==> src/rtl/data_memory_master.sv <==
// Initiator for the data-memory port: single outstanding load/store with programmable
// wait latency, one-cycle memory strobe, valid/ready response and saturating access counters.
module data_memory_master #(
  parameter int unsigned DATA_WIDTH = 32,
  parameter int unsigned ADDR_WIDTH = 32,
  parameter int unsigned RAM_DEPTH  = 256,
  parameter int unsigned LATENCY    = 2,
  parameter int unsigned CNT_WIDTH  = 16
) (
  input  logic                  i_clk,
  input  logic                  i_reset,
  input  logic                  i_req_valid,
  output logic                  o_req_ready,
  input  logic                  i_req_we,
  input  logic [ADDR_WIDTH-1:0] i_req_addr,
  input  logic [DATA_WIDTH-1:0] i_req_wdata,
  output logic                  o_rsp_valid,
  input  logic                  i_rsp_ready,
  output logic [DATA_WIDTH-1:0] o_rsp_rdata,
  output logic                  o_rsp_err,
  output logic                  o_busy,
  output logic                  o_mem_wr_en,
  output logic                  o_mem_rd_en,
  output logic [ADDR_WIDTH-1:0] o_mem_addr,
  output logic [DATA_WIDTH-1:0] o_mem_wr_data,
  input  logic [DATA_WIDTH-1:0] i_mem_rd_data,
  output logic [CNT_WIDTH-1:0]  o_rd_count,
  output logic [CNT_WIDTH-1:0]  o_wr_count
);

  typedef enum logic [1:0] {StIdle, StWait, StResp} state_e;

  state_e                r_state, w_state_d;
  logic                  r_we, w_we_d;
  logic [ADDR_WIDTH-1:0] r_idx, w_idx_d;
  logic [DATA_WIDTH-1:0] r_wdata, w_wdata_d;
  logic [7:0]            r_cnt, w_cnt_d;
  logic [DATA_WIDTH-1:0] r_rdata, w_rdata_d;
  logic                  r_err, w_err_d;
  logic [CNT_WIDTH-1:0]  r_rd_count, w_rd_count_d;
  logic [CNT_WIDTH-1:0]  r_wr_count, w_wr_count_d;

  logic [ADDR_WIDTH-1:0] w_word_idx;
  logic                  w_bad_addr;
  logic                  w_strobe;

  assign w_word_idx = {2'b00, i_req_addr[ADDR_WIDTH-1:2]};
  assign w_bad_addr = (i_req_addr[1:0] != 2'b00) || (w_word_idx >= ADDR_WIDTH'(RAM_DEPTH));
  assign w_strobe   = (r_state == StWait) && (r_cnt == 8'd0);

  always_ff @(posedge i_clk or posedge i_reset) begin
    if (i_reset) begin
      r_state    <= StIdle;
      r_we       <= 1'b0;
      r_idx      <= '0;
      r_wdata    <= '0;
      r_cnt      <= '0;
      r_rdata    <= '0;
      r_err      <= 1'b0;
      r_rd_count <= '0;
      r_wr_count <= '0;
    end else begin
      r_state    <= w_state_d;
      r_we       <= w_we_d;
      r_idx      <= w_idx_d;
      r_wdata    <= w_wdata_d;
      r_cnt      <= w_cnt_d;
      r_rdata    <= w_rdata_d;
      r_err      <= w_err_d;
      r_rd_count <= w_rd_count_d;
      r_wr_count <= w_wr_count_d;
    end
  end

  always_comb begin
    w_state_d    = r_state;
    w_we_d       = r_we;
    w_idx_d      = r_idx;
    w_wdata_d    = r_wdata;
    w_cnt_d      = r_cnt;
    w_rdata_d    = r_rdata;
    w_err_d      = r_err;
    w_rd_count_d = r_rd_count;
    w_wr_count_d = r_wr_count;

    case (r_state)
      StIdle: begin
        if (i_req_valid) begin
          w_we_d    = i_req_we;
          w_idx_d   = w_word_idx;
          w_wdata_d = i_req_wdata;
          if (w_bad_addr) begin
            w_err_d   = 1'b1;
            w_rdata_d = '0;
            w_state_d = StResp;
          end else begin
            w_cnt_d   = 8'(LATENCY - 1);
            w_state_d = StWait;
          end
        end
      end
      StWait: begin
        if (r_cnt != 8'd0) begin
          w_cnt_d = r_cnt - 8'd1;
        end else begin
          // Strobe cycle: the memory read data is combinational, so capture it here.
          w_rdata_d = r_we ? '0 : i_mem_rd_data;
          w_err_d   = 1'b0;
          w_state_d = StResp;
          if (r_we) begin
            if (r_wr_count != {CNT_WIDTH{1'b1}}) w_wr_count_d = r_wr_count + CNT_WIDTH'(1);
          end else begin
            if (r_rd_count != {CNT_WIDTH{1'b1}}) w_rd_count_d = r_rd_count + CNT_WIDTH'(1);
          end
        end
      end
      StResp: begin
        if (i_rsp_ready) w_state_d = StIdle;
      end
      default: w_state_d = StIdle;
    endcase
  end

  always_comb begin
    o_req_ready   = (r_state == StIdle);
    o_busy        = (r_state != StIdle);
    o_rsp_valid   = (r_state == StResp);
    o_rsp_rdata   = r_rdata;
    o_rsp_err     = r_err;
    o_mem_wr_en   = w_strobe && r_we;
    o_mem_rd_en   = w_strobe && !r_we;
    o_mem_addr    = (r_state == StWait) ? r_idx : '0;
    o_mem_wr_data = (r_state == StWait) ? r_wdata : '0;
    o_rd_count    = r_rd_count;
    o_wr_count    = r_wr_count;
  end

endmodule

==> config.mk <==
export PLATFORM = sky130hd
export DESIGN_NAME = data_memory_master
export DESIGN_NICKNAME = d
export VERILOG_FILES = /design/src/rtl/data_memory_master.sv
export SDC_FILE = /design/constraint.sdc
export NUM_CORES = 1
export LEC_CHECK = 0
export ABC_CLOCK_PERIOD_IN_PS = 8100
export CAP_MARGIN = 0
export CORE_AREA = 5 5 131 133
export CTS_BUF_LIST = sky130_fd_sc_hd__clkbuf_16
export DETAILED_ROUTE_END_ITERATION = 12
export DIE_AREA = 0 0 136 138
export GPL_TIMING_DRIVEN = 0
export PLACE_DENSITY = 0.77
export SYNTH_ARGS = -nofsm -noshare
export SYNTH_HDL_FRONTEND = slang
export SYNTH_SLANG_ARGS = --single-unit
==> constraint.sdc <==
create_clock -name i_clk -period 8.1 [get_ports i_clk]
set_input_delay 1.215 -clock i_clk [delete_from_list [all_inputs] [get_ports i_clk]]
set_output_delay 1.215 -clock i_clk [all_outputs]
set_load 0.05 [all_outputs]
==> key figures <==
Min path
  • Hold Path End: o_rsp_rdata[20]
  • Min-delay src: o_rsp_rdata[20]
  • Hold path depth: 2
  • Hold crit path type: flip-flop to flip-flop

STA
  • Final setup fails: 0
  • Worst slew pin tran: 0.632 ns
  • RSZ-0062 raised after global routing: false
  • Max-slew headroom: 57.7%
  • Final min period: 4.18 ns
  • Final period util: 51.6%
  • Sum Neg Setup Slack: 0 ns
  • Worst hold margin: 0.481 ns
  • Fmax: 239 MHz
  • Pins Over Slew Limit: 0
  • Clk_skew: 0.00867 ns
  • Final hold vios: 0

Worst setup path
  • Worst Reg-to-Reg Cells: 7
  • Startpoint Class: flip-flop
  • Crit path max-delay family: buffers and inverters
  • Cell with the largest stage delay on the worst path: clkdlybuf4s50_1
  • Crit. End Element: output pin
  • Crit path largest cell delay: 0.82 ns
  • Cell repeated most along the worst path: clkbuf_1
  • Required @ worst endpoint: 6.88 ns
  • CP Class: flip-flop to output pin
  • Setup slack, reg-to-reg: 5.73 ns
  • Crit-path cells: nor2b_1 -> clkbuf_1 -> clkbuf_1 -> and2_1 -> clkdlybuf4s50_1
  • R2R Path Start: r_cnt[0]
  • Crit path DAT: 2.96 ns
  • Worst path bufs/invs: 3
  • Reg-to-Reg End: o_wr_count[12]
  • CP max FO: 10

Clock network
  • TritonCTS buffer count: 17
  • Clk root buf: clkbuf_16
  • Worst-Skew Late Latency: 0.41 ns
  • Clock-pin slew on the worst setup and hold paths: 0.06 ns
  • Hold-fix buffers, CTS: 0
  • CTS sink cnt: 138
  • CTS HTree Levels: 4
  • Clock tree buffer depth: 2
  • CTS resizes: 0
  • # Post-CTS Setup Buffers: 0
  • CTS tree: yes

Global routing
  • Number of global-route vias before repair: 5396
  • Global-route wire length before repair: 27800 um
  • Largest net degree at the start of global routing: 74
  • Initial antenna violation count: 0
  • GR Overflow Total: 0
  • Total track usage: 18.5%

Cells and area
  • Diode count: 0
  • Cell Count, Final, Fillers Out: 1041
  • Fill count: 1347
  • P&R area growth vs syn: 50.7%
  • Net count, final: 916
  • Share of cells above drive strength 1: 13.7%

Route
  • Drt pass-1 iters: 5
  • ANT nets after route: 0
  • Drt drc: 0
  • Via density: 4.85
  • Post-Route WL: 16800 um
  • Drt wl/cell: 16.1 um
  • Initial DRC count: 153
  • Vias: 5051

Floorplanning
  • Die Wd: 136 um
  • IO Count: 235
  • Site row count: 46
  • Die footprint: 18800 sq um
  • DIE HEIGHT: 138 um
  • Starting density of the core: 39.6%
  • Core Area: 15700 sq um

Job
  • Max-cap viol count: 0

Placement
  • # port buffers: 232
  • HPWL after detailed placement: 12700 um
  • Routability cong.: 0.806
  • # placed instances: 1009

Logic synthesis
  • Library cells used by synthesis: 46
  • Sequential-to-total area share from yosys stat: 55.6%
  • Async SR Flop Fraction: 100%
  • Synth warnings: 0
  • Avg Cell Area, Syn: 11.1 sq um
  • Top FF cell, synth: dfrtp_1
  • Cells after Synth: 559
  • FF+latch count, synth: 138
  • Netlist Area Pre-Place: 6210 sq um
  • Post-synth EDFFs: 0

Pwr
  • Cell Pwr Density: 203 nW/um^2
  • Lkg Pwr: 3.85 nW
  • Peak supply drop: 0.126 mV

Run status
  • Status: finished clean
## routing by layer
layer / global-route usage [%] / vias up / routed length [um]
li1: - / 2419 / -
met1: 22.0 / 2429 / 6660
met2: 29.8 / 167 / 8120
met3: 7.33 / 36 / 1490
met4: 7.75 / 0 / 539
met5: 0 / - / 0
## placed cells by master (no fill, tap or decap), types with 4 or more instances in the layout
cell	Yosys	final
nor3_1	10	10
mux2_2	64	64
inv_1	8	10
o21ai_1	34	34
nand3_1	17	17
clkinv_1	0	6
nor4_1	7	7
clkdlybuf4s50_1	0	232
nor2_1	13	13
nand4_1	15	15
mux2_1	4	4
xnor2_1	20	20
nand2_1	88	88
and3_1	5	5
xor2_1	5	5
buf_2	11	11
nand2b_1	5	5
clkbuf_1	15	15
clkbuf_16	0	17
and2_1	62	62
dfrtp_1	138	138
## synthesized netlist by cell type, types with 2 or more instances
cell type | instances | share of area [%]
dfrtp_1 | 138 | 56
nand2_1 | 88 | 5.3
mux2_2 | 64 | 12
and2_1 | 62 | 6.2
o21ai_1 | 34 | 2.7
xnor2_1 | 20 | 2.8
nand3_1 | 17 | 1.4
clkbuf_1 | 15 | 0.91
nand4_1 | 15 | 1.5
nor2_1 | 13 | 0.79
buf_2 | 11 | 0.89
nor3_1 | 10 | 0.81
inv_1 | 8 | 0.48
nor4_1 | 7 | 0.70
and3_1 | 5 | 0.50
nand2b_1 | 5 | 0.50
xor2_1 | 5 | 0.70
mux2_1 | 4 | 0.72
a31o_2 | 3 | 0.42
ha_1 | 3 | 0.60
o22ai_1 | 3 | 0.30
and4_1 | 2 | 0.28
buf_4 | 2 | 0.24
nor3b_1 | 2 | 0.24
or3_1 | 2 | 0.20
## worst max path at each step
stage,slack (ns),cells past startpoint,to,from
floorplan,3.19,1,o_rd_count[0],i_reset
detailed placement,4.30,5,o_mem_wr_data[18],r_state[0]
CTS,3.85,5,o_mem_wr_data[19],r_state[0]
global placement,1.02,2,o_wr_count[9],i_reset
finish,3.92,5,o_mem_wr_data[18],r_state[0]
global route,3.62,5,o_mem_wr_data[19],r_state[0]
## worst min-delay path: cells and delay by family (launching register included)
family | cells | cell delay [ns]
flip-flops | 1 | 0.34
AND/OR/NAND/NOR | 1 | 0.05
AO/OA/AOI/OAI | 1 | 0.06
## through the flow
| step | total power, mW | area [sq um] | util (%) | setup WS, ns |
|---|---|---|---|---|
| 6_report | 1.90 | 9360 | 59.6 | 3.92 |
| 5_1_grt | 2.00 | 9360 | 59.6 | 3.62 |
| 4_1_cts | 1.93 | 9360 | 59.6 | 3.85 |
| 3_5_place_dp | 1.22 | 8840 | 56.3 | 4.30 |
| 3_3_place_gp | 1.21 | 8810 | 56.1 | 1.02 |
| 2_1_floorplan | 1.10 | 6220 | - | 3.19 |
## cell type report
type | instances | area (sq um) | area share, %
Buffer | 28 | 126 | 1.35
Clock buffer | 17 | 425 | 4.54
Clock inverter | 15 | 93.8 | 1.00
Inverter | 8 | 35.0 | 0.374
Multi-Input combinational cell | 386 | 2610 | 27.9
Sequential cell | 138 | 3450 | 36.9
Tap cell | 216 | 270 | 2.89
Timing Repair Buffer | 233 | 2350 | 25.1
## kinds of logic (layout without fill, tap and decap cells)
group / Yosys count / after routing / synth area share, %
multiplexers: 70 / 70 / 12.7
flip-flops: 138 / 138 / 55.6
buffers and inverters: 36 / 301 / 2.52
adder cells (fa/ha/maj): 3 / 3 / 0.604
AND/OR/NAND/NOR: 238 / 238 / 20.3
AO/OA/AOI/OAI: 48 / 48 / 4.75
XOR/XNOR: 25 / 25 / 3.52
other: 1 / 2 / 0.0603
## where the power goes
part / internal (mW) / switching [mW]
Combinational: 0.180 / 0.139
Clock: 0.410 / 0.282
Sequential: 0.826 / 0.0607
## state kept, by name (all words and copies together), names as in the netlist
register and flops:
o_rsp_rdata 32, r_wdata 32, r_idx 30, o_rd_count 16
o_wr_count 16, r_cnt 8, r_state 2, o_rsp_err 1
r_we 1
No activity file was read; power rests on OpenSTA's default activity.
